## config.mk

```make
export PLATFORM = sky130hd
export DESIGN_NAME = alu_long_sequencer
export DESIGN_NICKNAME = d
export VERILOG_FILES = /design/src/rtl/alu_long_sequencer.sv
export SDC_FILE = /design/constraint.sdc
export NUM_CORES = 1
export LEC_CHECK = 0
export CAP_MARGIN = 20
export CORE_UTILIZATION = 48
export CTS_CLUSTER_DIAMETER = 150
export DETAILED_ROUTE_END_ITERATION = 10
export PLACE_DENSITY = 0.81
export SLEW_MARGIN = 5
export SYNTH_ARGS = -nofsm -noshare
export SYNTH_HDL_FRONTEND = slang
export SYNTH_SLANG_ARGS = --single-unit
```

## constraint.sdc

```tcl
create_clock -name clk -period 2.7 [get_ports clk]
set_input_delay 0.81 -clock clk [delete_from_list [all_inputs] [get_ports clk]]
set_output_delay 0.81 -clock clk [all_outputs]
set_load 0.01 [all_outputs]
```

## src/rtl/alu_long_sequencer.sv

```systemverilog
// Drives a WIDTH-bit Alu one half per cycle to run word or long operations.
// The carry is chained through the Alu X input. The block assembles a 2*WIDTH result and CCR flags.
module alu_long_sequencer #(
    parameter int WIDTH = 16
) (
    input  logic                 clk,
    input  logic                 rst_n,
    input  logic                 start,
    input  logic [2:0]           op,
    input  logic                 size,
    input  logic                 x_in,
    input  logic [2*WIDTH-1:0]   a,
    input  logic [2*WIDTH-1:0]   b,
    output logic                 busy,
    output logic                 done,
    output logic [2*WIDTH-1:0]   result,
    output logic                 flag_x,
    output logic                 flag_n,
    output logic                 flag_z,
    output logic                 flag_v,
    output logic                 flag_c,
    output logic [WIDTH-1:0]     alu_a,
    output logic [WIDTH-1:0]     alu_b,
    output logic [2:0]           alu_op,
    output logic                 alu_x,
    input  logic [WIDTH-1:0]     alu_o,
    input  logic                 alu_c,
    input  logic                 alu_z,
    input  logic                 alu_v,
    input  logic                 alu_n
);

    localparam logic [2:0] OP_ADD = 3'b000;
    localparam logic [2:0] OP_SUB = 3'b001;

    typedef enum logic [1:0] {IDLE, LO, HI, DONE} state_t;

    state_t               state_reg, state_next;
    logic [2:0]           op_reg;
    logic                 size_reg;
    logic                 x_reg;
    logic [2*WIDTH-1:0]   a_reg, b_reg;
    logic [WIDTH-1:0]     lo_reg;
    logic                 z_lo_reg, c_lo_reg;
    logic [2*WIDTH-1:0]   result_reg, result_next;
    logic                 fx_reg, fn_reg, fz_reg, fv_reg, fc_reg;
    logic                 fx_next, fz_next, fv_next, fc_next;
    logic                 is_arith;
    logic                 accept;
    logic                 finish;

    assign is_arith = (op_reg == OP_ADD) || (op_reg == OP_SUB);
    assign accept   = start && ((state_reg == IDLE) || (state_reg == DONE));
    assign finish   = ((state_reg == LO) && !size_reg) || (state_reg == HI);

    always_comb begin
        state_next = state_reg;
        alu_a      = '0;
        alu_b      = '0;
        alu_op     = 3'b000;
        alu_x      = 1'b0;
        case (state_reg)
            IDLE: begin
                if (start) state_next = LO;
            end
            LO: begin
                alu_a      = a_reg[WIDTH-1:0];
                alu_b      = b_reg[WIDTH-1:0];
                alu_op     = op_reg;
                alu_x      = is_arith & x_reg;
                state_next = size_reg ? HI : DONE;
            end
            HI: begin
                alu_a      = a_reg[2*WIDTH-1:WIDTH];
                alu_b      = b_reg[2*WIDTH-1:WIDTH];
                alu_op     = op_reg;
                alu_x      = is_arith & c_lo_reg;
                state_next = DONE;
            end
            DONE: begin
                state_next = start ? LO : IDLE;
            end
            default: state_next = IDLE;
        endcase
    end

    // Word ops keep the upper operand half; long ops need Z over both halves.
    always_comb begin
        result_next = {a_reg[2*WIDTH-1:WIDTH], alu_o};
        fz_next     = alu_z;
        if (state_reg == HI) begin
            result_next = {alu_o, lo_reg};
            fz_next     = z_lo_reg & alu_z;
        end
        fc_next = is_arith & alu_c;
        fv_next = is_arith & alu_v;
        fx_next = is_arith ? alu_c : x_reg;
    end

    always_ff @(posedge clk or negedge rst_n) begin
        if (!rst_n) begin
            state_reg  <= IDLE;
            op_reg     <= 3'b000;
            size_reg   <= 1'b0;
            x_reg      <= 1'b0;
            a_reg      <= '0;
            b_reg      <= '0;
            lo_reg     <= '0;
            z_lo_reg   <= 1'b0;
            c_lo_reg   <= 1'b0;
            result_reg <= '0;
            fx_reg     <= 1'b0;
            fn_reg     <= 1'b0;
            fz_reg     <= 1'b0;
            fv_reg     <= 1'b0;
            fc_reg     <= 1'b0;
        end else begin
            state_reg <= state_next;
            if (accept) begin
                op_reg   <= op;
                size_reg <= size;
                x_reg    <= x_in;
                a_reg    <= a;
                b_reg    <= b;
            end
            if (state_reg == LO) begin
                lo_reg   <= alu_o;
                z_lo_reg <= alu_z;
                c_lo_reg <= alu_c;
            end
            if (finish) begin
                result_reg <= result_next;
                fx_reg     <= fx_next;
                fn_reg     <= alu_n;
                fz_reg     <= fz_next;
                fv_reg     <= fv_next;
                fc_reg     <= fc_next;
            end
        end
    end

    assign busy   = (state_reg == LO) || (state_reg == HI);
    assign done   = (state_reg == DONE);
    assign result = result_reg;
    assign flag_x = fx_reg;
    assign flag_n = fn_reg;
    assign flag_z = fz_reg;
    assign flag_v = fv_reg;
    assign flag_c = fc_reg;

endmodule

```

Yosys cells after proc, flatten, opt, wreduce, memory -nomap -nowiden
Cells that the tools add are included.

Bits in latches: 0. Flip-flop bits (word level): 126. Input bits: 92. Bits in read-only memories: 0. Word-level logic and storage cells: 46. Memories kept: 0. Memory bits (writable): 0. Output and inout port bits: 75.

Div/mod/pow operators: 0. Magnitude comparators: 0. Equal/unequal tests: 5. Bitwise operators: 5. Add/sub/neg operators: 0. Reductions and logical operators: 10. $mul: 0. Multiplexer cells: 11. Shifts and indexed selects: 0.

Operators with widths (number): 16-bit one-hot mux with 2 select lines (2); 32-bit 2-to-1 mux (1); 2-bit one-hot mux with 4 select lines (1); 1-bit AND (5); 2-bit equality test, second input constant (2); 1-bit logical OR (4); 1-bit 2-to-1 mux (4); 3-bit by 1-bit equality test with 1-bit output, second input constant (1); 3-bit zero test (1); 3-bit 2-to-1 mux (1); 2-bit by 1-bit equality test with 1-bit output, second input constant (1); 1-bit logical AND (2); 2-bit zero test (1); 2-bit 2-to-1 mux (1); 2-bit inequality test, second input constant (1); 1-bit one-hot mux with 2 select lines (1); 2-bit OR reduction (1); 1-bit zero test (1).

Logic depth before layout (Yosys ltp)
Gate-level depths: netlist (run 1).

Depth in word-level cells: 4. Mapped depth: 8. Mapped depth without buffers: 5.

Worst setup path after synthesis (run 1)
OpenSTA, ideal clock, no wires.

Path type: register to output. Start: reg state_reg[0]. End: out alu_a[12]. Buffers on the path: 2. Arrival: 1.489 ns. Cell stages (with the launch flop): 6. Required time: 1.890 ns. Path slack: 0.401 ns. Cell sequence: dfrtp_1 -> inv_1 -> ha_1 -> clkbuf_1 -> clkbuf_1 -> nor2b_1.

Word-level cells in the longest chain between the ends: 2. Elaborated cells on any way between the ends: 3. Those cells by class: eq/ne: 2; mux: 1.

RTL lines: start, declared (line 38) `state_t state_reg, state_next;`; start signal, assigned (line 118) `state_reg <= state_next;`; 2-bit equality test or 2-bit by 1-bit equality test with 1-bit output (tied branches) (line 62) `case (state_reg)`; 16-bit one-hot mux with 2 select lines (*) (line 62); end, declared (line 22) `output logic [WIDTH-1:0] alu_a,`.

Mark *: on every way between the ends. The rest lies on a longest branch, timed or not.

Final worst setup path (run 1)
Start: reg state_reg[1]. End: out alu_b[2].

Word-level cells in the longest chain between the ends: 2. Elaborated cells on any way between the ends: 3. Those cells by class: eq/ne: 2; mux: 1.

RTL lines: 2-bit equality test or 2-bit by 1-bit equality test with 1-bit output (tied branches) (line 62); 16-bit one-hot mux with 2 select lines (*) (line 62); end, declared (line 23) `output logic [WIDTH-1:0] alu_b,`.

Marked as above.

==> run_results.csv, run 1 <==
group,metric,value,unit
clock_tree,root_buffer,"clkbuf_16",
job,max-cap-violations,0,
pwr,power.density,1350,nW/um^2
sta,finalSetupViolations,0,
sta,hold_violations,0,
synth,synth_area,5800,sq um
finish,utilization,72.3,%
clock_tree,cts_buffers,17,
outcome,status,"finished, violations left",
place,dp_hpwl,9810,microns
route,antenna_left,0,
synth,ys.flop_type,"dfrtp_1",
synth,yosysMostFrequentCell,"dfrtp_1",
route,routed_wirelength,14700,microns
clock_tree,path_clk_slew,50,ps
critical_path,criticalPathCategory,"flip-flop to primary output",
sta,min_period,2670,ps
sta,slew_violations,0,
floorplanning,initial_utilization,49.9,%
sta,finalCritPeriodShare,99.1,%
sta,maxSlewHeadroom,53.7,%
clock_tree,cts_tree,"built",
place,gp_congestion,0.801,
clock_tree,clk_path_buf_depth,2,
sta,worst_slack,25.6,ps
floorplanning,io_pins,167,
global_routing,antenna_found_initial,0,
floorplanning,die_x,112,microns
sta,max_freq,374,MHz
sta,rsz0062_at_grt,"yes",
finish,fillCellCount,811,
synth,synth.distinct_cells,32,
global_routing,grt_usage,24.9,%
worst_hold_path,hold_class,"primary input to async pin",
global_routing,grt_max_degree,56,
global_routing,grt_pass1_wl,23900,microns
critical_path,r2r_start,"state_reg[0]",
critical_path,crit_required,1890,ps
place,port_buffers,166,
critical_path,worstPathMaxFanout,10,
outcome,violations,"design-rule violations",
global_routing,grt_overflow,0,
finish,final_area,8400,sq um
critical_path,crit_buf_inv,3,
finish,num_antenna_cells,0,
synth,synthTopCellsByArea,"dfrtp_1 (54%), mux2_1 (13%), mux2i_1 (5.9%)",
route,drt_pass1_iterations,9,
route,wl_per_cell,18.8,microns
pwr,leakagePower,3.44,nW
synth,yosys_register_bits,126,
synth,synth_edf_count,0,
critical_path,rr_worst_depth,7,
global_routing,grt_pass1_vias,4632,
critical_path,cpLargestDelayFamily,"buffers and inverters",
clock_tree,cts.htree.levels,4,
clock_tree,clock_latency,420,ps
route,drc,10,
synth,synth_nets,546,
clock_tree,holdBufCountCts,0,
place,place_ws,-11.9,ps
synth,ys_seq_area_share,54.4,%
synth,synthArstFlopShare,100,%
finish,nets,723,
pwr,ir_drop,0.703,mV
route,via_count,4289,
finish,drive_above_1_share,23.5,%
critical_path,arrival,1860,ps
synth,synth_common_cells,"dfrtp_1 (126), mux2_1 (69), mux2i_1 (34), nor3_1 (34)",
finish,syn2layout_area_growth,45.0,%
critical_path,max_stage_delay,400,ps
critical_path,worstSetupEndpointType,"primary output",
synth,yosysWarnings,0,
sta,tightest_slew,694,ps
route,drt_iter0_drc,245,
route,avgViaCountPerCell,5.48,
finish,multi_input_area,2560,sq um
place,post_dp_cell_area,7670,sq um
synth,synth_top_area_share,54.4,%
synth,syn_avg_cell_area,12.9,sq um
critical_path,cp.depth,6,
floorplanning,rows,39,
clock_tree,clkSinkCount,126,
critical_path,critPathSlowestCell,"dfrtp_1",
synth,yosys.area.top_type,"dfrtp_1",
finish,seq_area,3150,sq um
critical_path,start_kind,"flip-flop",
floorplanning,coreArea,11600,sq um
critical_path,cp_cell_sequence,"buf_4 -> ha_4 -> buf_12 -> a22oi_2 -> nor2b_1 -> dlygate4sd2_1",
floorplanning,die_height,112,microns
floorplanning,die_area,12500,sq um
synth,synth_cells,449,
sta,skew,5.28,ps
critical_path,r2r_slack,250,ps
critical_path,r2r-end,"result[6]",
-- where the power goes --
group | internal, mW | total, mW | switching, mW
Combinational | 2.99 | 5.65 | 2.66
Clock | 1.35 | 2.14 | 0.784
Sequential | 2.89 | 3.53 | 0.638
-- kinds of logic (layout without fill, tap and decap cells) --
family,after synthesis,after routing,share of synthesized area [%]
mux,121,121,22.8
fa+ha+maj,5,5,1.08
simple gates,83,83,8.18
buf+inv,42,232,3.78
flops,126,126,54.4
compound gates,72,72,9.71
-- worst max path at each step --
stage | startpoint | to | slack (ps)
2_1_floorplan | state_reg[0] | alu_a[12] | 400
3_3_place_gp | state_reg[0] | alu_a[7] | -1
3_5_place_dp | state_reg[0] | alu_a[7] | -10
4_1_cts | state_reg[0] | alu_b[5] | -5
5_1_grt | state_reg[0] | alu_b[0] | -20
6_report | state_reg[1] | alu_b[2] | 30
-- what timing repair did --
| action | CTS | global route |
|---|---|---|
| endpoints found under the setup margin | 37 | 23 |
| gates cloned | 1 | 1 |
| pin swaps | 1 | 1 |
| setup buffers | 5 | 3 |
| gates resized for setup | 70 | 46 |
-- placed cells by master, fill, tap and decap left out, types with 2 or more instances in the layout --
cell type,instances
a21oi_1,7
a21oi_2,27
a22oi_1,15
a22oi_2,17
a31o_1,2
and2_1,3
buf_12,8
buf_2,5
buf_4,17
buf_6,2
clkbuf_1,4
clkbuf_16,18
clkbuf_2,12
clkbuf_8,4
clkdlybuf4s15_1,7
clkdlybuf4s50_1,128
clkinv_2,6
dfrtp_1,126
dlygate4sd2_1,11
ha_1,2
ha_4,3
inv_1,2
inv_2,3
mux2_1,69
mux2_2,17
mux2i_1,34
nand2_1,3
nand2b_1,2
nor2_1,3
nor2b_1,30
nor2b_2,2
nor3_1,34
nor3b_1,2
-- cell type report --
cell class	instances	area share, %
Clock buffer	25	5.90
Clock inverter	7	0.715
Inverter	5	0.223
Multi-Input combinational cell	281	30.4
Sequential cell	126	37.5
Tap cell	143	2.13
Timing Repair Buffer	195	23.1
-- metrics by stage --
stage	setup TNS, ps	total power, mW	std cells	hold slack, ps
floorplan	0	6.70	449	450
global placement	-1.35	8.77	740	463
detailed placement	-23.2	8.98	740	475
CTS	-19.6	11.2	778	426
global route	-66.4	12.0	782	452
finish	0	11.3	782	407
-- routing by layer --
metal | part of all wire (%) | track usage, % | vias up
li1 | - | - | 1962
met1 | 42 | 30.7 | 2171
met2 | 50 | 41.4 | 135
met3 | 6.2 | 7.19 | 21
met4 | 1.9 | 9.73 | 0
met5 | 0 | 0 | -
No activity file was read; power rests on OpenSTA's default activity.
==> run 2, diff against run 1 <==
PLACE_DENSITY = 0.9   (was 0.81)
==> run_results.csv, run 2 (synthesis results as in run 1) <==
group,metric,value,unit
outcome,status,"finished, violations left",
outcome,violations,"design-rule violations",
sta,hold_violations,0,
critical_path,worstSetupEndpointType,"primary output",
global_routing,grt_usage,26.1,%
route,via_count,4311,
clock_tree,path_clk_slew,60,ps
place,gp_congestion,0.785,
route,drt_pass1_iterations,7,
clock_tree,cts_buffers,17,
clock_tree,clkSinkCount,126,
sta,finalCritPeriodShare,99.0,%
clock_tree,cts_tree,"built",
floorplanning,die_area,12500,sq um
critical_path,start_kind,"flip-flop",
sta,max_freq,374,MHz
finish,fillCellCount,743,
pwr,comb_power_share,50.1,%
floorplanning,initial_utilization,49.9,%
clock_tree,root_buffer,"clkbuf_16",
sta,tightest_slew,656,ps
pwr,pwr-share-seq,30.4,%
sta,slew_violations,0,
floorplanning,rows,39,
critical_path,arrival,1860,ps
route,antenna_left,0,
route,avgViaCountPerCell,5.53,
pwr,leakagePower,3.47,nW
sta,finalSetupViolations,0,
route,drt_iter0_drc,239,
global_routing,grt_pass1_vias,4667,
pwr,power.density,1380,nW/um^2
sta,whs,376,ps
sta,rsz0062_at_grt,"yes",
critical_path,criticalPathCategory,"flip-flop to primary output",
critical_path,rr_worst_depth,8,
floorplanning,die_x,112,microns
clock_tree,cts.htree.levels,4,
sta,min_period,2670,ps
clock_tree,clock_latency,420,ps
global_routing,antenna_found_initial,0,
worst_hold_path,hold_class,"primary input to async pin",
global_routing,grt_max_degree,58,
pwr,ir_drop,0.747,mV
place,dp_hpwl,10000,microns
finish,num_antenna_cells,0,
finish,nets,720,
critical_path,worstPathMaxFanout,6,
sta,maxSlewHeadroom,56.3,%
finish,utilization,72.9,%
finish,final_area,8460,sq um
finish,drive_above_1_share,23.7,%
floorplanning,die_height,112,microns
job,max-cap-violations,0,
pwr,pwr-share-clk,19.4,%
route,wl_per_cell,20.5,microns
place,post_dp_cell_area,7640,sq um
critical_path,crit_required,1890,ps
floorplanning,coreArea,11600,sq um
floorplanning,io_pins,167,
clock_tree,clk_path_buf_depth,2,
finish,syn2layout_area_growth,46.0,%
pwr,switching_power,4.27,mW
finish,layout_commonest_cell,"clkdlybuf4s50_1",
finish,final_cell_mix,"clkdlybuf4s50_1 (128), dfrtp_1 (126), mux2_1 (69)",
pwr,swShare,36.5,%
global_routing,grt_overflow,0,
route,drc,8,
pwr,p_int,7.43,mW
sta,skew,8.14,ps
place,port_buffers,166,
sta,finalSetupTns,0,ps
route,routed_wirelength,16000,microns
global_routing,grt_pass1_wl,24700,microns
[run 2: final cells by class]
type                       instances  area [sq um]  area share, %
clock buffer                      26           509           6.02
clock inverter                     6          80.1          0.946
inverter                           5          18.8          0.222
multi-input combinational        281          2560           30.3
sequential                       126          3150           37.3
tap                              143           179           2.11
timing repair buffer             192          1960           23.1
[run 2: repair_timing]
| action | CTS | global route |
|---|---|---|
| resized for setup | 78 | 40 |
| setup buffers | 5 | 2 |
| setup endpoints to repair | 37 | 25 |
| hold buffers | 0 | 0 |
| pin swaps | 1 | 5 |
| endpoints found under the hold margin | 0 | 0 |
| gates cloned | 2 | 2 |
[run 2: critical path, cell delays in order, from the launching register on]
cell,delay (ps)
dfrtp_1,400
buf_4,160
ha_4,190
buf_4,170
a22oi_1,170
nor2b_1,80
dlygate4sd2_1,280
[run 2: path summary, 6_finish.rpt]
kind / startpoint / to / slack (ps)
min in group clk: b_reg[28] / b_reg[28] / 490
setup reg to reg: state_reg[1] / flag_c / 320
hold reg to reg: b_reg[28] / b_reg[28] / 490
max in group asynchronous: rst_n / a_reg[2] / 1620
setup / recovery: state_reg[1] / alu_a[13] / 30
hold / removal: rst_n / b_reg[10] / 380
[run 2: metal layers]
layer	track usage [%]	routed length, microns	vias to the layer above
met5	0	0	-
met4	11.1	408	0
met3	8.38	950	39
met2	42.8	7920	159
met1	31.6	6680	2157
li1	-	-	1956
[run 2: per-stage QoR]
step / total power [mW] / setup WS, ps / cells
final: 11.7 / 27.8 / 779
after floorplan: 6.70 / 401 / 449
after detailed placement: 9.00 / 6.73 / 736
after CTS: 11.6 / -182 / 775
after global placement: 8.77 / 21.1 / 736
after global routing: 12.3 / -24.4 / 779
[run 2: power by group through the flow]
| stage | Combinational, mW | Clock [mW] | Sequential, mW |
|---|---|---|---|
| final | 5.86 | 2.27 | 3.56 |
| after CTS | 5.73 | 2.30 | 3.52 |
| after detailed placement | 5.47 | 0 | 3.53 |
| after global routing | 6.25 | 2.39 | 3.67 |
| after global placement | 5.30 | 0 | 3.47 |
| after floorplan | 3.28 | 0 | 3.43 |
==> run 3, diff against run 2 <==
CORE_MARGIN = 10   (was default)
==> run_results.csv, run 3 (synthesis results as in run 1) <==
group,metric,value,unit
place,dp_hpwl,11100,microns
place,port_buffers,166,
clock_tree,root_buffer,"clkbuf_16",
route,routed_wirelength,16500,microns
sta,tightest_slew,715,ps
global_routing,grt_overflow,0,
clock_tree,cts_tree,"built",
floorplanning,io_pins,167,
outcome,status,"finished, final reports clean",
pwr,ir_drop,0.732,mV
global_routing,busiest_layer,"met2",
clock_tree,cts_buffers,17,
finish,syn2layout_area_growth,42.4,%
clock_tree,path_clk_slew,50,ps
sta,maxSlewHeadroom,52.4,%
sta,hold_violations,0,
clock_tree,cts.htree.levels,4,
pwr,p_int,7.15,mW
place,gp_congestion,0.766,
route,via_count,4238,
critical_path,r2r_slack,310,ps
global_routing,grt_pass1_vias,4826,
route,drt_pass1_iterations,4,
global_routing,use_met2,32.6,%
sta,whs,483,ps
route,drc,0,
finish,fillCellCount,835,
global_routing,met3_usage,9.17,%
critical_path,arrival,1830,ps
finish,drive_above_1_share,24.0,%
floorplanning,die_x,130,microns
sta,finalCritPeriodShare,97.9,%
pwr,pwr-share-clk,18.6,%
clock_tree,clk_path_buf_depth,2,
critical_path,worstSetupEndpointType,"primary output",
critical_path,cp_cell_sequence,"inv_2 -> buf_4 -> ha_4 -> buf_12 -> a22oi_2 -> nor2b_1 -> dlygate4sd2_1",
route,avgViaCountPerCell,5.43,
global_routing,grt_pass1_wl,26400,microns
floorplanning,coreArea,11900,sq um
critical_path,crit_required,1890,ps
clock_tree,holdBufCountCts,0,
global_routing,grt_usage,20.4,%
route,drt_iter0_drc,207,
job,max-cap-violations,0,
critical_path,start_kind,"flip-flop",
worst_hold_path,hold_class,"flip-flop to flip-flop",
floorplanning,die_area,16900,sq um
clock_tree,clkSinkCount,126,
pwr,pwr-share-seq,31.2,%
route,antenna_left,0,
finish,utilization,69.3,%
finish,final_cell_mix,"clkdlybuf4s50_1 (128), dfrtp_1 (126), mux2_1 (69)",
route,wl_per_cell,21.1,microns
critical_path,rr_worst_depth,8,
sta,slew_violations,0,
finish,layout_commonest_cell,"clkdlybuf4s50_1",
pwr,swShare,36.9,%
sta,max_freq,378,MHz
global_routing,grt_max_degree,127,
global_routing,use_met1,23.5,%
clock_tree,clock_latency,420,ps
pwr,comb_power_share,50.2,%
floorplanning,initial_utilization,48.7,%
pwr,power.density,1370,nW/um^2
floorplanning,rows,40,
pwr,leakagePower,3.37,nW
sta,finalSetupTns,0,ps
finish,nets,718,
pwr,switching_power,4.19,mW
floorplanning,die_height,130,microns
critical_path,critPathSlowestCell,"dfrtp_1",
critical_path,criticalPathCategory,"flip-flop to primary output",
sta,finalSetupViolations,0,
sta,min_period,2640,ps
worst_hold_path,whs_path_depth,1,
sta,rsz0062_at_grt,"yes",
critical_path,max_stage_delay,380,ps
global_routing,antenna_found_initial,1,
critical_path,worstPathMaxFanout,14,
finish,num_antenna_cells,0,
sta,skew,6.34,ps
-- run 3: path summary, 6_finish.rpt --
kind | startpoint | to
min in group asynchronous | rst_n | b_reg[5]
worst max register to register | state_reg[0] | result[1]
max in group asynchronous | rst_n | a_reg[6]
worst max-delay path | state_reg[0] | alu_b[12]
worst min register to register | op_reg[0] | op_reg[0]
worst min-delay path | op_reg[0] | op_reg[0]
-- run 3: stage by stage --
step / total power [mW] / setup WS [ps] / cell area (sq um) / instances
CTS: 11.4 / -8.76 / 8290 / 776
finish: 11.3 / 56.1 / 8250 / 780
global route: 12.1 / -30.0 / 8250 / 780
floorplan: 6.70 / 401 / 5800 / 449
global placement: 8.80 / 58.4 / 7620 / 738
detailed placement: 9.02 / 41.5 / 7620 / 738
-- run 3: layer usage --
layer | vias to the layer above | share of wire (%)
met5 | - | 0
met4 | 0 | 1.8
met3 | 23 | 8.7
met2 | 131 | 48
met1 | 2129 | 41
li1 | 1955 | -
-- run 3: power groups by stage --
| stage | combinational, mW | sequential (mW) | clock (mW) |
|---|---|---|---|
| after floorplan | 3.28 | 3.43 | 0 |
| after global placement | 5.34 | 3.46 | 0 |
| after detailed placement | 5.50 | 3.52 | 0 |
| after CTS | 5.74 | 3.51 | 2.15 |
| after global routing | 6.16 | 3.66 | 2.24 |
| final | 5.69 | 3.53 | 2.11 |
-- run 3: critical path, delay by kind of cell (launching register included) --
family	cells	cell delay (ps)
buf+inv	4	660
fa+ha+maj	1	160
simple gates	1	120
flops	1	380
compound gates	1	80
-- run 3: layout make-up --
type | instances | area [sq um] | area share, %
clock buffers | 24 | 482 | 5.84
clock inverters | 7 | 62.6 | 0.758
inverters | 5 | 18.8 | 0.227
multi-input cells | 281 | 2530 | 30.7
flip-flops and latches | 126 | 3150 | 38.2
well taps | 147 | 184 | 2.23
repair buffers | 190 | 1820 | 22.1
-- run 3: repair_timing --
action | CTS | global route
buffers inserted | 5 | 4
pin swaps | 1 | 2
endpoints found under the setup margin | 37 | 30
resized for setup | 81 | 53
gates cloned | 2 | 0
hold endpoints to repair | 0 | 0
==> patch 1 (settings of run 3) <==
Register the input `b` before use. The logic sees it one clock later. The other inputs are not delayed to match.
--- a/src/rtl/alu_long_sequencer.sv
+++ b/src/rtl/alu_long_sequencer.sv
@@ -34,6 +34,12 @@
     localparam logic [2:0] OP_SUB = 3'b001;
 
     typedef enum logic [1:0] {IDLE, LO, HI, DONE} state_t;
+
+    logic [2*WIDTH-1:0] b_q;
+
+    always_ff @(posedge clk) begin
+        b_q <= b;
+    end
 
     state_t               state_reg, state_next;
     logic [2:0]           op_reg;
@@ -121,7 +127,7 @@
                 size_reg <= size;
                 x_reg    <= x_in;
                 a_reg    <= a;
-                b_reg    <= b;
+                b_reg    <= b_q;
             end
             if (state_reg == LO) begin
                 lo_reg   <= alu_o;
Check against the original RTL: not equivalent (a bounded check fails within 4 cycles, from zero or initial values and one cycle with rst_n low).
==> patch 1 against run 3 <==
The flow now finishes with violations (setup timing). Combinational power up 5.6%. Routed wire length grew 7.9%. Worst setup slack got worse by 58 ps. Sequential cell count grew 32. Global-route usage fell by 1.1 points. Clock skew up 5.7 ps. Power increased by 12%. Synthesized cell count up 6.9%. Fmax is 2.1% lower. Area after synthesis increased by 13%. Hold slack lost 21 ps. Cell area rose by 10%. Sequential share of layout area grew 3.4 points.
==> patch 1: results (changes against run 3) <==
- Worst Hold End: b_reg[15]
- First DRT Iteration DRCs: 191 (-7.7%)
- Outcome: finished with violations
- P_leak: 3.72 nW (+10%)
- Setup ws final: -1.52 ps (-57.6 ps)
- Slew margin rel.: 52.1% (-0.22 points)
- Vias: 4469 (+5.5%)
- Global-route wire length before repair: 27.7 mm (+4.7%)
- Async SR Flop Fraction: 79.7% (-20 points)
- Detail Placement HPWL: 12.1 mm (+8.9%)
- Syn_nets: 577 (+5.7%)
- Multiplexer share of the synthesized area: 20.8% (-2.1 points)
- Netlist cell types: 31 (-3.1%)
- Clock-pin transition on the worst setup and hold timing paths: 70 ps (+20 ps)
- Reg2Reg Depth: 7 (-1)
- Failing checks: setup timing
- Sequential share of the synthesized area: 58.0% (+3.6 points)
- Post-Synth Adder-Cell Area: 0.957% (-0.12 points)
- Routability Congestion: 0.843 (+10%)
- Max IR drop VDD: 0.748 mV (+2.3%)
- Worst Path Max Fanout: 7 (-7)
- Largest cells by area after synthesis: dfrtp_1, mux2_2, dfxtp_1
- Sum of negative setup slack: -1.52 ps (-1.52 ps)
- WL per Instance: 21.2 microns (+0.11%)
- CP peak stage delay: 420 ps (+40 ps)
- Final setup violation count: 1 (+1)
patch 1: cell count changes in the layout (fill, tap and decap cells not counted), sizes merged, moves of 2 or more:
cell,delta
clkinv,-3
nor2,-2
dfxtp,+32
clkdlybuf4s15,-4
bufinv,+2
inv,+6
buf,+17
clkbuf,-18
patch 1: logic make-up (layout without fill, tap and decap cells):
family,count (synthesis),after routing
compound gates,73,73
buf+inv,43,228
simple gates,80,80
fa+ha+maj,5,5
flops,158,158
mux,121,121
patch 1: worst max-delay path by stage:
| stage | start | end | slack [ps] | cells past startpoint |
|---|---|---|---|---|
| 2_1_floorplan | state_reg[0] | alu_b[10] | 380 | 5 |
| 3_3_place_gp | state_reg[1] | alu_b[14] | 70 | 5 |
| 3_5_place_dp | state_reg[0] | alu_a[5] | -5 | 6 |
| 4_1_cts | state_reg[1] | alu_a[5] | -70 | 7 |
| 5_1_grt | state_reg[1] | alu_b[1] | -40 | 7 |
| 6_report | state_reg[1] | alu_b[1] | -2 | 7 |
patch 1: power by group:
part	total [mW]	switching, mW	internal, mW
combinational	6.01	2.79	3.22
clock	2.51	1.01	1.50
sequential	4.12	0.740	3.38
patch 1: what timing repair did:
item | CTS | global route
buffers inserted | 8 | 1
gates cloned | 1 | 1
hold buffers | 0 | 0
endpoints found under the setup margin | 37 | 28
gates resized for setup | 138 | 22
pin swaps | 2 | 2
patch 1: cell type report:
type                    count  area (sq um)  area share, %
multi-input cells         279          2620           28.8
repair buffers            191          1840           20.2
well taps                 176           220           2.42
flip-flops and latches    158          3790           41.6
inverters                   5          18.8          0.206
clock buffers              19           443           4.86
clock inverters            13           178           1.95
patch 1: per-layer routing:
metal / vias to the layer above / wire (microns) / share of wire, % / GRT usage, %
li1: 2048 / - / - / -
met1: 2246 / 7370 / 41 / 22.8
met2: 142 / 8880 / 50 / 31.8
met3: 33 / 1170 / 6.6 / 6.34
met4: 0 / 389 / 2.2 / 7.57
met5: - / 0 / 0 / 0
patch 1: through the flow:
| step | setup slack (ps) | util, % | cells |
|---|---|---|---|
| global placement | 71.4 | 63.0 | 799 |
| CTS | -67.5 | 68.1 | 840 |
| global route | -40.8 | 68.6 | 841 |
| finish | -1.52 | 68.6 | 841 |
| floorplan | 377 | - | 480 |
| detailed placement | -5.35 | 63.0 | 799 |
patch 1: critical path: cells and delay by family (launching register included):
family	cells	cell delay, ps
buffers and inverters	4	560
AND/OR/NAND/NOR	1	90
adder cells (fa/ha/maj)	1	190
flip-flops	1	420
AO/OA/AOI/OAI	1	200
==> patch 2 (config.mk and constraints of run 3) <==
Without the edit above. The parameter `WIDTH` goes from 16 to 18.
--- a/src/rtl/alu_long_sequencer.sv
+++ b/src/rtl/alu_long_sequencer.sv
@@ -1,7 +1,7 @@
 // Drives a WIDTH-bit Alu one half per cycle to run word or long operations.
 // The carry is chained through the Alu X input. The block assembles a 2*WIDTH result and CCR flags.
 module alu_long_sequencer #(
-    parameter int WIDTH = 16
+    parameter int WIDTH = 18
 ) (
     input  logic                 clk,
     input  logic                 rst_n,
Ports: changed (6 resized); port bits go from 167 to 185. The function was not compared with the original's and may differ.
==> patch 2 against run 3 <==
Global-route usage is 0.35 points higher. Sequential cell count up 14. Power rose by 12%. Routed wire length up 14%. Worst setup slack lost 31 ps. Sequential power grew 12%. Cell area increased by 11%. Area after synthesis is 8.3% higher. Synthesized cell count grew 11%. Critical endpoint is now alu_a[15].
==> patch 2: results (changes against run 3) <==
- Multiplexer share of the synthesized area: 23.5% (+0.63 points)
- Largest cells by area after synthesis: dfrtp_1, mux2_2, mux2i_1
- Post-Synth Adder-Cell Area: 0.997% (-0.082 points)
- Layout non-clock buf frac: 22.6% (+0.56 points)
- Multi-input gate area: 2750 sq um (+8.8%)
- # resized after CTS: 152 (+88%)
- # clk buffers: 21 (-13%)
- P_leak: 3.70 nW (+9.8%)
- Non-clock buffer count: 210 (+11%)
- Max IR drop VDD: 0.876 mV (+20%)
- Global-route wire length before repair: 29.3 mm (+11%)
- Fillers: 870 (+4.2%)
- Actual transition at the worst max-transition pin: 702 ps (-13.0 ps)
- Comb group: 6.40 mW (+12%)
- Outcome: finished clean
- Nets: 792 (+10%)
- Synthesized flop and latch total: 140 (+11%)
- Detail Placement HPWL: 12.8 mm (+15%)
- Synth Area in Compound Gates: 8.16% (-1.6 points)
- Reg area: 3500 sq um (+11%)
- Syn_nets: 604 (+11%)
- Sequential share of the synthesized area: 55.8% (+1.4 points)
- Clk pwr: 2.34 mW (+11%)
- Vias per Instance: 5.50 (+1.3%)
- Worst Hold Class: in2async
- Share of cells above drive strength 1: 31.9% (+7.9 points)
- IO Port Bufs: 184 (+11%)
- Clk_skew: 8.04 ps (+1.70 ps)
- Pwr Total: 12.7 mW (+12%)
- Layout clock area frac: 6.52% (-0.080 points)
## patch 2: stage by stage
stage / cells / cell area [sq um] / hold WS [ps]
2_1_floorplan: 497 / 6270 / 473
3_3_place_gp: 828 / 8360 / 468
3_5_place_dp: 828 / 8360 / 491
4_1_cts: 868 / 9120 / 147
5_1_grt: 870 / 9160 / 144
6_report: 870 / 9160 / 158
## patch 2: path summary, 6_finish.rpt
path / from / end / slack [ps] / cells after the start
hold / removal: rst_n / a_reg[14] / 160 / 1
setup / recovery: state_reg[0] / alu_a[15] / 30 / 7
hold reg to reg: flag_n / flag_n / 500 / 1
setup reg to reg: state_reg[0] / result[31] / 530 / 6
max in group asynchronous: rst_n / a_reg[20] / 1880 / 2
min in group clk: flag_n / flag_n / 500 / 1
## patch 2: layer usage
metal	up-vias	routed length (microns)
met5	-	0
met1	2403	7360
met2	183	9400
met4	0	459
met3	34	1570
li1	2167	-
